**config.mk**
```make
export PLATFORM = sky130hd
export DESIGN_NAME = uart_tx
export DESIGN_NICKNAME = d
export VERILOG_FILES = /design/src/rtl/uart_pkg.sv /design/src/rtl/uart_baud_cnt.sv /design/src/rtl/uart_tx.sv
export SDC_FILE = /design/constraint.sdc
export NUM_CORES = 1
export LEC_CHECK = 0
export CAP_MARGIN = 20
export CORE_ASPECT_RATIO = 0.6
export CORE_UTILIZATION = 45
export DETAILED_ROUTE_END_ITERATION = 16
export PLACE_DENSITY = 0.75
export SLEW_MARGIN = 20
export SYNTH_ARGS = -nofsm -noshare
export SYNTH_HDL_FRONTEND = slang
export SYNTH_HIERARCHICAL = 1
export SYNTH_SLANG_ARGS = --single-unit
```
**constraint.sdc**
```tcl
create_clock -name clock -period 2.8 [get_ports clock]
set_input_delay 0.7 -clock clock [delete_from_list [all_inputs] [get_ports clock]]
set_output_delay 0.7 -clock clock [all_outputs]
set_load 0.1 [all_outputs]
```
**src/rtl/uart_pkg.sv**
```systemverilog
//------------------------------------------------------------------------------
// Module  : uart_pkg
// Brief   : Shared UART types and constants (state enum, parity modes, timing).
// Revision: 1.0
//------------------------------------------------------------------------------
`default_nettype none

package uart_pkg;

    typedef enum logic [2:0] {
        ST_IDLE   = 3'd0,
        ST_START  = 3'd1,
        ST_DATA   = 3'd2,
        ST_PARITY = 3'd3,
        ST_STOP   = 3'd4
    } uart_state_e;

    localparam int PAR_NONE = 0;
    localparam int PAR_EVEN = 1;
    localparam int PAR_ODD  = 2;

    localparam int DEFAULT_CLKS_PER_BIT = 868;

    // Even mode makes the total count of ones even; odd mode makes it odd.
    function automatic logic parity_bit(input logic [7:0] b, input int mode);
        return (mode == PAR_ODD) ? ~^b : ^b;
    endfunction

endpackage

`default_nettype wire

```
**src/rtl/uart_baud_cnt.sv**
```systemverilog
//------------------------------------------------------------------------------
// Module  : uart_baud_cnt
// Brief   : Bit-period counter, 0..CLKS_PER_BIT-1, with clear and terminal strobe.
// Revision: 1.0
//------------------------------------------------------------------------------
`default_nettype none

module uart_baud_cnt
    import uart_pkg::*;
#(
    parameter int CLKS_PER_BIT = DEFAULT_CLKS_PER_BIT
) (
    input  logic clock,
    input  logic rst,
    input  logic clr_i,
    input  logic en_i,
    output logic tc_o
);

    localparam int            W    = (CLKS_PER_BIT > 1) ? $clog2(CLKS_PER_BIT) : 1;
    localparam logic [W-1:0]  LAST = W'(CLKS_PER_BIT - 1);

    logic [W-1:0] cnt_q;
    logic [W-1:0] cnt_d;

    assign tc_o = en_i && (cnt_q == LAST);

    always_comb begin
        cnt_d = cnt_q;
        if (clr_i || tc_o) begin
            cnt_d = '0;
        end else if (en_i) begin
            cnt_d = cnt_q + W'(1);
        end
    end

    always_ff @(posedge clock) begin
        if (rst) begin
            cnt_q <= '0;
        end else begin
            cnt_q <= cnt_d;
        end
    end

endmodule

`default_nettype wire

```
**src/rtl/uart_tx.sv**
```systemverilog
//------------------------------------------------------------------------------
// Module  : uart_tx
// Brief   : UART transmitter: start, 8 data bits LSB first, optional parity, stop.
// Revision: 1.0
//------------------------------------------------------------------------------
`default_nettype none

module uart_tx
    import uart_pkg::*;
#(
    parameter int CLKS_PER_BIT = DEFAULT_CLKS_PER_BIT,
    parameter int PARITY       = PAR_NONE,
    parameter int STOP_BITS    = 1
) (
    input  logic       clock,
    input  logic       rst,
    input  logic [7:0] tx_data,
    input  logic       tx_send,
    output logic       tx_busy,
    output logic       tx_done,
    output logic       tx
);

    if (CLKS_PER_BIT < 2 || PARITY < 0 || PARITY > 2 ||
        (STOP_BITS != 1 && STOP_BITS != 2)) begin : g_bad_params
        $error("uart_tx: illegal CLKS_PER_BIT, PARITY or STOP_BITS");
    end

    uart_state_e state_q, state_d;
    logic [7:0]  shift_q, shift_d;
    logic [2:0]  idx_q, idx_d;
    logic        tx_q, tx_d;
    logic        busy_q, busy_d;
    logic        done_q, done_d;
    logic        w_baud_tc;
    logic        w_idle;

    assign w_idle = (state_q == ST_IDLE);

    uart_baud_cnt #(
        .CLKS_PER_BIT (CLKS_PER_BIT)
    ) u_baud_cnt (
        .clock (clock),
        .rst   (rst),
        .clr_i (w_idle),
        .en_i  (!w_idle),
        .tc_o  (w_baud_tc)
    );

    // idx counts data bits in DATA and stop bits in STOP.
    always_comb begin
        state_d = state_q;
        shift_d = shift_q;
        idx_d   = idx_q;
        unique case (state_q)
            ST_IDLE: begin
                if (tx_send) begin
                    shift_d = tx_data;
                    idx_d   = '0;
                    state_d = ST_START;
                end
            end
            ST_START: begin
                if (w_baud_tc) begin
                    state_d = ST_DATA;
                end
            end
            ST_DATA: begin
                if (w_baud_tc) begin
                    if (idx_q == 3'd7) begin
                        idx_d   = '0;
                        state_d = (PARITY != PAR_NONE) ? ST_PARITY : ST_STOP;
                    end else begin
                        idx_d = idx_q + 3'd1;
                    end
                end
            end
            ST_PARITY: begin
                if (w_baud_tc) begin
                    state_d = ST_STOP;
                end
            end
            ST_STOP: begin
                if (w_baud_tc) begin
                    if (idx_q == 3'(STOP_BITS - 1)) begin
                        idx_d   = '0;
                        state_d = ST_IDLE;
                    end else begin
                        idx_d = idx_q + 3'd1;
                    end
                end
            end
            default: state_d = ST_IDLE;
        endcase
    end

    // Outputs are decoded from the next state so the line level changes on the
    // same edge as the state and comes straight out of a flop.
    always_comb begin
        busy_d = (state_d != ST_IDLE);
        done_d = (state_q == ST_STOP) && (state_d == ST_IDLE);
        tx_d   = 1'b1;
        case (state_d)
            ST_START:  tx_d = 1'b0;
            ST_DATA:   tx_d = shift_q[idx_d];
            ST_PARITY: tx_d = parity_bit(shift_q, PARITY);
            default:   tx_d = 1'b1;
        endcase
    end

    always_ff @(posedge clock) begin
        if (rst) begin
            state_q <= ST_IDLE;
            shift_q <= '0;
            idx_q   <= '0;
            tx_q    <= 1'b1;
            busy_q  <= 1'b0;
            done_q  <= 1'b0;
        end else begin
            state_q <= state_d;
            shift_q <= shift_d;
            idx_q   <= idx_d;
            tx_q    <= tx_d;
            busy_q  <= busy_d;
            done_q  <= done_d;
        end
    end

    assign tx      = tx_q;
    assign tx_busy = busy_q;
    assign tx_done = done_q;

endmodule

`default_nettype wire
```
# After elaboration in Yosys (flattened, before gate mapping)
# Index checks and enable logic that the tools add are counted.
dict set report totals {
  ff_bits 27
  latch_bits 0
  mem_bits_rw 0
  mem_bits_ro 0
  inputBits 11
  wordCells 47
  n_memories 0
}
dict set report op_classes {
  n_addsub 2
  multipliers 0
  n_div 0
  order_cmp 1
  n_eq_ne 9
  n_shift 0
  muxes 17
  bitwise 0
  n_reduce_logical 11
}
# operator count
set ops {}
lappend ops {{$mux 3} 12}
lappend ops {{$pmux 3 s5} 1}
lappend ops {{$eq 3x2->1 const B} 4}
lappend ops {{$add 10x1->10 const B} 1}
lappend ops {{$eq 10x10->1 const B} 1}
lappend ops {{$logic_not 3->1} 3}
lappend ops {{$pmux 3 s3} 1}
lappend ops {{$reduce_xor 8->1} 1}
lappend ops {{$eq 3x1->1 const B} 2}
lappend ops {{$eq 3x3->1 const B} 2}
lappend ops {{$lt 3x4->1 const B} 1}
lappend ops {{$add 3x1->3 const B} 1}
lappend ops {{$bmux 1 s3} 1}
lappend ops {{$pmux 1 s3} 1}
lappend ops {{$reduce_bool 3->1} 1}
lappend ops {{$logic_and 1x1->1} 2}
lappend ops {{$reduce_and 2->1} 1}
lappend ops {{$reduce_or 2->1} 1}
lappend ops {{$logic_not 1->1} 1}
lappend ops {{$logic_or 1x1->1} 1}
lappend ops {{$mux 1} 1}

# Longest topological paths before layout
# Gate-level depths: netlist (run 1).
dict set report logic_depth {
  ltp_word 8
  ltp_mapped 12
}

# Modules after synthesis
# Netlist (run 1), hierarchy kept.
# module instances cells_each area_each_um2
set modules_own_cells {}
lappend modules_own_cells {uart_tx 1 122 1057.3}
lappend modules_own_cells {uart_baud_cnt 1 50 481.7}

# Worst setup path after synthesis (run 1)
# OpenSTA, ideal clock, no wires.
dict set report synth_timing {
  path_type {reg-to-reg}
  startpoint {reg state_q[2]}
  endpoint {reg tx_q (netlist: tx)}
  setup_time_ps 121
  t_arrival_ps 2631
  required_time_ps 2679
  setup_slack_ps 47
  stages_incl_launch_ff 13
  period_less_slack_ps 2753
  path_cell_list {dfxtp_1 > buf_6 > nor3_1 > inv_1 > nand2_1 > nor4_1 > buf_4 > o22ai_4 > a211oi_4 > a21oi_4 > mux2_1 > nor3b_1 > o31ai_1}
}
dict set report synth_between {
  elab_chain_cells 8
  word_cells_on_any_way 24
  classes_between {eq/ne: 7; mux: 14; reduce/logical: 3}
}
# item line
set synth_lines {}
lappend synth_lines {{start, declared} uart_tx.sv:29} ;# uart_state_e state_q, state_d;
lappend synth_lines {{start signal, assigned} uart_tx.sv:120} ;# state_q <= state_d;
lappend synth_lines {{$logic_not 3->1 (*)} uart_tx.sv:38} ;# assign w_idle = (state_q == ST_IDLE);
lappend synth_lines {{via w_idle} uart_tx.sv:36} ;# logic w_idle;
lappend synth_lines {{$logic_not 1->1 (*)} uart_tx.sv:46} ;# .en_i (!w_idle),
lappend synth_lines {{$logic_and 1x1->1 (*)} uart_baud_cnt.sv:26} ;# assign tc_o = en_i && (cnt_q == LAST);
lappend synth_lines {{via w_baud_tc} uart_tx.sv:35} ;# logic w_baud_tc;
lappend synth_lines {{$mux 3, on equally long branches} {uart_tx.sv:84, uart_tx.sv:69}}
lappend synth_lines {{$pmux 3 s3} uart_tx.sv:55} ;# unique case (state_q)
lappend synth_lines {{$bmux 1 s3} uart_tx.sv:105} ;# ST_DATA: tx_d = shift_q[idx_d];
lappend synth_lines {{$mux 1 (implied by the code)} uart_tx.sv:105}
lappend synth_lines {{$pmux 1 s3 (*)} uart_tx.sv:103} ;# case (state_d)
lappend synth_lines {{end signal, assigned} uart_tx.sv:123} ;# tx_q <= tx_d;
lappend synth_lines {{end, declared} uart_tx.sv:32} ;# logic tx_q, tx_d;
# The timed path passes the listed nets; every way through them passes the cells marked *. The select of a mux whose other input is x is not followed.
# A chain may end at the register's enable or synchronous reset.

# Worst setup path after layout (run 1)
dict set report layout_timing {
  startpoint {reg u_baud_cnt.cnt_q[1]}
  endpoint {reg tx_q (netlist: tx)}
}
dict set report layout_between {
  elab_chain_cells 7
  word_cells_on_any_way 16
  classes_between {eq/ne: 4; mux: 11; reduce/logical: 1}
}
# item line
set layout_lines {}
lappend layout_lines {{start, declared} uart_baud_cnt.sv:23} ;# logic [W-1:0] cnt_q;
lappend layout_lines {{start signal, assigned} uart_baud_cnt.sv:41} ;# cnt_q <= cnt_d;
lappend layout_lines {{$eq 10x10->1 (*)} uart_baud_cnt.sv:26}
lappend layout_lines {{$logic_and 1x1->1 (*)} uart_baud_cnt.sv:26}
lappend layout_lines {{via w_baud_tc} uart_tx.sv:35}
lappend layout_lines {{$mux 3, on equally long branches} {uart_tx.sv:84, uart_tx.sv:69}}
lappend layout_lines {{$pmux 3 s3} uart_tx.sv:55}
lappend layout_lines {{$bmux 1 s3} uart_tx.sv:105}
lappend layout_lines {{$mux 1 (implied by the code)} uart_tx.sv:105}
lappend layout_lines {{$pmux 1 s3 (*)} uart_tx.sv:103}
# Marks and branches as above.

==> flow_summary_export.csv, run 1 <==
group,metric,value,unit
clock_tree,cts_made_buffers,3,
finish,drive_above_1_share,0.1813,
sta,period_share,0.9254,
place,portBuffers,13,
clock_tree,htreeDepth,1,
drt,vias,1303,
logic_synthesis,synth.top_cells.by_count,"dfxtp_1 (27), nand2_1 (24), a21oi_1 (16), nor2_1 (14), xnor2_1 (8)",
sta,setup_viol,0,
setup_path,path_max_fanout,10,
sta,setup_tns,0,ns
die,start_util,0.4716,
global_routing,antenna_found_initial,0,
sta,hold_viol,0,
finish,syn2layout_area_growth,16.67,%
sta,worst_pin_slew,0.5772,ns
logic_synthesis,synth.distinct_cells,51,
drt,wl_per_cell,13.76,um
clock_tree,cts_root_buf,"clkbuf_8",
global_routing,grt_use_total,0.1933,
die,die_h,47.30,um
clock_tree,cts.path.max_buffers,2,
finish,diodes,0,
setup_path,end_kind,"flop",
global_routing,grt_pass1_vias,1148,
drt,drc,0,
setup_path,crit_path_frequent_cell,"buf_4",
drt,ant_nets,0,
setup_path,slowest_stage,"dfxtp_1",
setup_path,worst_setup_path_start_kind,"flop",
logic_synthesis,ys_warn_count,6,
place,dpl-instance-area,1719,sq um
clock_tree,path_clk_slew,0.09,ns
finish,nets,209,
finish,n_fill_cell,296,
place,dp_slack,0.1835,ns
setup_path,slowest_delay,0.40,ns
clock_tree,cts.sinks,27,
logic_synthesis,synthArstFlopShare,0,
sta,timing.fmax,385.9,MHz
setup_path,crit_chain,"ha_1 > nand2_1 > nor4_2 > buf_4 > buf_4 > o22ai_4 > a211oi_4 > a21oi_4 > mux2_1 > nor3b_1 > o31ai_1",
clock_tree,tritoncts,"built",
place,hpwl,2390,um
drt,wl_met1,1594,um
power,power_density,416.6,nW/um^2
finish,multi_input_area,932.1,sq um
die,fp.dieW,77.50,um
logic_synthesis,ys_seq_elements,27,
power,power,0.7480,mW
drt,vias_per_cell,5.475,
logic_synthesis,yosysMostFrequentCell,"dfxtp_1",
power,ir_worst_vdd,242.0,uV
logic_synthesis,synthCells,172,
setup_path,worst-setup-path-type,"reg -> reg",
drt,top_layer_used,"met4",
logic_synthesis,synth_area_per_cell,8.948,sq um
sta,fin_worst_skew,0.001851,ns
sta,holdWs,0.4842,ns
drt,drtPass1Iterations,4,
setup_path,worst_ep_required_time,2.97,ns
place,place_congestion,0.8805,
global_routing,grt_max_degree,16,
logic_synthesis,synth_nets,187,
sta,slew_headroom,0.6139,
drt,met2_length,1477,um
logic_synthesis,ys.flop_type,"dfxtp_1",
finish,regArea,541.8,sq um
logic_synthesis,synth.top_cells.by_area,"dfxtp_1 (35%), nand2_1 (5.9%), a21oi_1 (5.2%)",
logic_synthesis,synth_top_area_share,0.3512,
logic_synthesis,synth_edf_count,0,
drt,drt-total-wl,3275,um
worst_hold_path,hp-class,"reg -> reg",
clock_tree,clock_latency,0.28,ns
power,p_leak,0.6308,nW
setup_path,crit_arrival,2.76,ns
status,status,"complete, no violations",
global_routing,grt.overflow.total,0,
die,die_area,3666,sq um
die,io_pins,14,
sta,fin_crit,2.591,ns
flow_run,max-cap-violations,0,
sta,report.final.slew_viol_count,0,
logic_synthesis,syn-cell-area,1539,sq um
logic_synthesis,synth_top_area_cell,"dfxtp_1",
die,core_area,3263,sq um
finish,post-route-cell-area,1795,sq um
drt,drt_iter0_drc,109,
drt,wl_met3,149,um
logic_synthesis,yosysSeqAreaShare,0.3512,
die,rows,16,
sta,worst_slack,0.2088,ns
global_routing,grt_pass1_wl,5354,um
## kinds of logic (layout without fill, tap and decap cells)
family | count (synthesis) | in the layout | synth area share
buf+inv | 12 | 33 | 0.04715
xor+xnor | 11 | 11 | 0.06261
mux | 7 | 7 | 0.04959
fa+ha+maj | 4 | 4 | 0.03252
flops | 27 | 27 | 0.3512
simple gates | 70 | 70 | 0.2545
compound gates | 41 | 41 | 0.2024
## power by group
group          switching [mW]  internal, mW
Sequential            0.00860         0.396
Clock                   0.124         0.102
Combinational          0.0663        0.0509
Total                   0.199         0.549
## what timing repair did
item | in CTS | in global routing
hold buffers | 0 | 0
setup buffers | 0 | 4
resized for setup | 0 | 2
setup endpoints to repair | 0 | 1
## worst paths after layout
path	to	cells after the start	start	slack, ns
max	tx	11	u_baud_cnt/cnt_q[1]	0.21
min	shift_q[7]	2	shift_q[7]	0.48
max reg2reg	tx	11	u_baud_cnt/cnt_q[1]	0.21
min reg2reg	shift_q[7]	2	shift_q[7]	0.48
## sequential cells by signal, indices dropped and copies added, names as in the netlist
signal and count:
state_q 3, tx_busy 1, u_baud_cnt/cnt_q 10, idx_q 3, tx_done 1, shift_q 8, tx 1
## placed cells by master (no fill, tap or decap), drive strengths merged, types with 6 or more instances in the layout
master         Yosys  routed
nor2              14      14
nand2             25      25
clkdlybuf4s50      0      10
o21ai              6       6
xnor2              8       8
a21oi             17      17
inv                6       6
dfxtp             27      27
buf                5      13
## layer usage
layer / GRT usage / vias up
met4: 0.06792 / 0
li1: - / 651
met2: 0.3080 / 30
met5: 0 / -
met1: 0.2610 / 614
met3: 0.04854 / 8
## critical path: cells and delay by family, from the launching register on
kind                     cells  cell delay [ns]
flip-flops                   1             0.40
buffers and inverters        2             0.35
multiplexers                 1             0.34
AO/OA/AOI/OAI                4             0.52
AND/OR/NAND/NOR              3             0.67
adder cells (fa/ha/maj)      1             0.20
## metrics by stage
stage,utilization,std cells
2_1_floorplan,-,172
3_3_place_gp,0.5268,230
3_5_place_dp,0.5268,230
4_1_cts,0.5406,234
5_1_grt,0.5502,238
6_report,0.5502,238
## final cells by class
class,instances,area share
repair buffers,23,0.1101
flip-flops and latches,27,0.3017
clock buffers,4,0.02509
inverters,6,0.01254
well taps,45,0.03136
multi-input cells,133,0.5192
No activity file was read; power rests on OpenSTA's default activity.
==> run 2, diff against run 1 <==
Settings changed: PLACE_DENSITY 0.75 to 0.76, SYNTH_HIERARCHICAL 1 to not set.
==> run 2 against run 1 <==
  * Global-route usage fell by 0.61 points
  * Non-clock buffer count decreased by 7
  * Register-to-register slack better by 0.05 ns
  * Clock skew is 0.0035 ns higher
  * Clock-buffer cell count decreased by 1
  * Fmax rose by 1.8%
  * Utilization is 0.66 points higher
  * Routed wire length shrank 11%
  * Largest cell class unchanged
==> flow_summary_export.csv, run 2 <==
group,metric,value,unit
place,portBuffers,13,
die,start_util,0.4838,
logic_synthesis,ys_warn_count,0,
power,ir_worst_vdd,264.0,uV
drt,vias_per_cell,5.235,
status,status,"complete, no violations",
power,combPwrFrac,0.142,
finish,largest_reg_flops,10,
flow_run,max-cap-violations,0,
clock_tree,cts_made_buffers,3,
clock_tree,path_clk_slew,0.09,ns
power,p_int,0.5431,mW
finish,final_common_cell,"dfxtp_1",
sta,rsz0062_at_grt,"false",
logic_synthesis,synth_nets,178,
logic_synthesis,syn-cell-area,1416,sq um
drt,drt-total-wl,2910,um
worst_hold_path,hp-class,"reg -> reg",
drt,ant_nets,0,
power,p_switching,0.1967,mW
logic_synthesis,synth.distinct_cells,37,
setup_path,worst_setup_path_start_kind,"flop",
setup_path,r2r_end,"tx",
global_routing,grt.overflow.total,0,
sta,period_share,0.9089,
drt,vias,1136,
global_routing,grt_pass1_vias,967,
logic_synthesis,yosysMostFrequentCell,"dfxtp_1",
logic_synthesis,synth.top_cells.by_area,"dfxtp_1 (38%), xnor2_1 (8.0%), nand2_1 (5.8%)",
sta,worst_slack,0.2549,ns
sta,report.final.slew_viol_count,0,
power,p_leak,0.5486,nW
clock_tree,cts_root_buf,"clkbuf_8",
setup_path,worst_ep_required_time,3.00,ns
die,io_pins,14,
sta,worst_pin_slew,0.4542,ns
place,place_congestion,0.8869,
drt,wl_per_cell,13.41,um
sta,fin_crit,2.545,ns
setup_path,ff2ff_path_depth,8,
logic_synthesis,ys.flop_type,"dfxtp_1",
power,p_clk_frac,0.305,
logic_synthesis,synth_top_area_cell,"dfxtp_1",
clock_tree,htreeDepth,1,
power,seq_power_share,0.552,
setup_path,reg2reg_slack,0.25,ns
setup_path,rr_startpoint,"u_baud_cnt.cnt_q[0]",
logic_synthesis,synthCells,163,
logic_synthesis,synth_area_per_cell,8.689,sq um
die,rows,15,
finish,syn2layout_area_growth,15.11,%
logic_synthesis,synth_top_area_share,0.3816,
logic_synthesis,synth.top_cells.by_count,"dfxtp_1 (27), nand2_1 (22), nor2_1 (20), xnor2_1 (13), a21oi_1 (11)",
setup_path,path_max_fanout,4,
finish,top_register,"u_baud_cnt.cnt_q",
clock_tree,tritoncts,"built",
clock_tree,cts_setup_buffers,0,
finish,final_cell_mix,"dfxtp_1 (27), nand2_1 (22), nor2_1 (20), xnor2_1 (13), a21oi_1 (11)",
drt,drt_iter0_drc,148,
setup_path,end_kind,"flop",
global_routing,grt_use_total,0.1872,
die,die_h,45.46,um
clock_tree,clock_latency,0.28,ns
drt,drtPass1Iterations,4,
die,die_area,3383,sq um
power,swShare,0.2659,
power,power_density,453.8,nW/um^2
logic_synthesis,ys_seq_elements,27,
setup_path,cp-startpoint,"u_baud_cnt.cnt_q[0]",
die,core_area,2928,sq um
finish,fin_util,0.5568,
finish,drive_above_1_share,0.1200,
clock_tree,ctsHoldBuffers,0,
clock_tree,cts.sinks,27,
global_routing,grt_max_degree,17,
place,hpwl,2256,um
sta,fin_worst_skew,0.005330,ns
finish,top_regs,"u_baud_cnt.cnt_q: 10 flops, shift_q: 8 flops",
sta,hold_viol,0,
sta,slew_headroom,0.6972,
setup_path,cp-endpoint,"tx",
sta,setup_viol,0,
place,dp_slack,0.2943,ns
setup_path,crit_arrival,2.75,ns
global_routing,antenna_found_initial,0,
sta,timing.fmax,392.9,MHz
finish,diodes,0,
clock_tree,post_cts_resized,0,
setup_path,worst-setup-path-type,"reg -> reg",
logic_synthesis,synth_edf_count,0,
sta,setup_tns,0,ns
clock_tree,cts.path.max_buffers,2,
drt,drc,0,
die,fp.dieW,74.43,um
finish,nets,191,
global_routing,grt_pass1_wl,4512,um
logic_synthesis,synthArstFlopShare,0,
logic_synthesis,yosysSeqAreaShare,0.3816,
[run 2: changes by cell type after synthesis, moves of 4 or more]
cell	delta
nand3_1	+7
nor2_1	+6
a21oi_1	-5
clkbuf_1	+5
xnor2_1	+5
nor2b_1	+4
[run 2: metrics by stage]
step / area, sq um / power [mW] / hold slack (ns) / cells
6_report: 1630 / 0.7398 / 0.4425 / 217
5_1_grt: 1630 / 0.7690 / 0.4776 / 217
4_1_cts: 1630 / 0.7470 / 0.4484 / 217
3_5_place_dp: 1582 / 0.5217 / 0.4349 / 213
3_3_place_gp: 1582 / 0.5188 / 0.4222 / 213
2_1_floorplan: 1416 / 0.4883 / 0.4134 / 163
[run 2: layout make-up]
cell class	instances	area, sq um
clock inverters	1	7.507
repair buffers	16	145.1
well taps	42	52.55
clock buffers	3	41.29
multi-input cells	125	832.0
flip-flops and latches	27	540.5
fillers	270	1297
inverters	3	11.26
[run 2: worst min-delay path by stage]
stage | slack (ns) | startpoint | cells after the start | endpoint
detailed placement | 0.43 | u_baud_cnt.cnt_q[0] | 1 | u_baud_cnt.cnt_q[0]
finish | 0.44 | u_baud_cnt.cnt_q[0] | 1 | u_baud_cnt.cnt_q[0]
global route | 0.48 | u_baud_cnt.cnt_q[0] | 1 | u_baud_cnt.cnt_q[0]
floorplan | 0.41 | u_baud_cnt.cnt_q[0] | 1 | u_baud_cnt.cnt_q[0]
CTS | 0.45 | u_baud_cnt.cnt_q[0] | 1 | u_baud_cnt.cnt_q[0]
global placement | 0.42 | u_baud_cnt.cnt_q[0] | 1 | u_baud_cnt.cnt_q[0]
[run 2: routing by layer]
layer / routed length [um] / share of wire / global-route usage
met4: 24 / 0.0082 / 0.06792
met2: 1219 / 0.42 / 0.2649
met3: 156 / 0.054 / 0.03982
met5: 0 / 0 / 0
met1: 1510 / 0.52 / 0.2792
[run 2: cell families (layout without fill, tap and decap cells)]
| kind of cell | count (synthesis) | in the layout | synth area share |
|---|---|---|---|
| adders and majority gates | 4 | 4 | 0.03534 |
| xor gates and xnor gates | 16 | 16 | 0.09894 |
| DFF | 27 | 27 | 0.3816 |
| buffers and inverters | 11 | 23 | 0.03092 |
| muxes | 5 | 5 | 0.03975 |
| AOI/OAI and AO/OA | 26 | 26 | 0.1458 |
| and+or+nand+nor | 74 | 74 | 0.2677 |
[run 2: critical path, stage by stage, from the launching register on]
cell and delay [ns]:
dfxtp_1 0.35, ha_1 0.23, nand4b_1 0.26, or3_4 0.48
o211ai_1 0.34, nand2_1 0.20, mux2i_1 0.16, mux2_2 0.28
a211oi_2 0.18
[run 2: power groups by stage]
stage          sequential (mW)  combinational (mW)  clock (mW)
2_1_floorplan            0.431              0.0576           0
3_3_place_gp             0.416               0.102           0
3_5_place_dp             0.417               0.104           0
4_1_cts                  0.408               0.105       0.233
5_1_grt                  0.410               0.114       0.245
6_report                 0.409               0.105       0.226
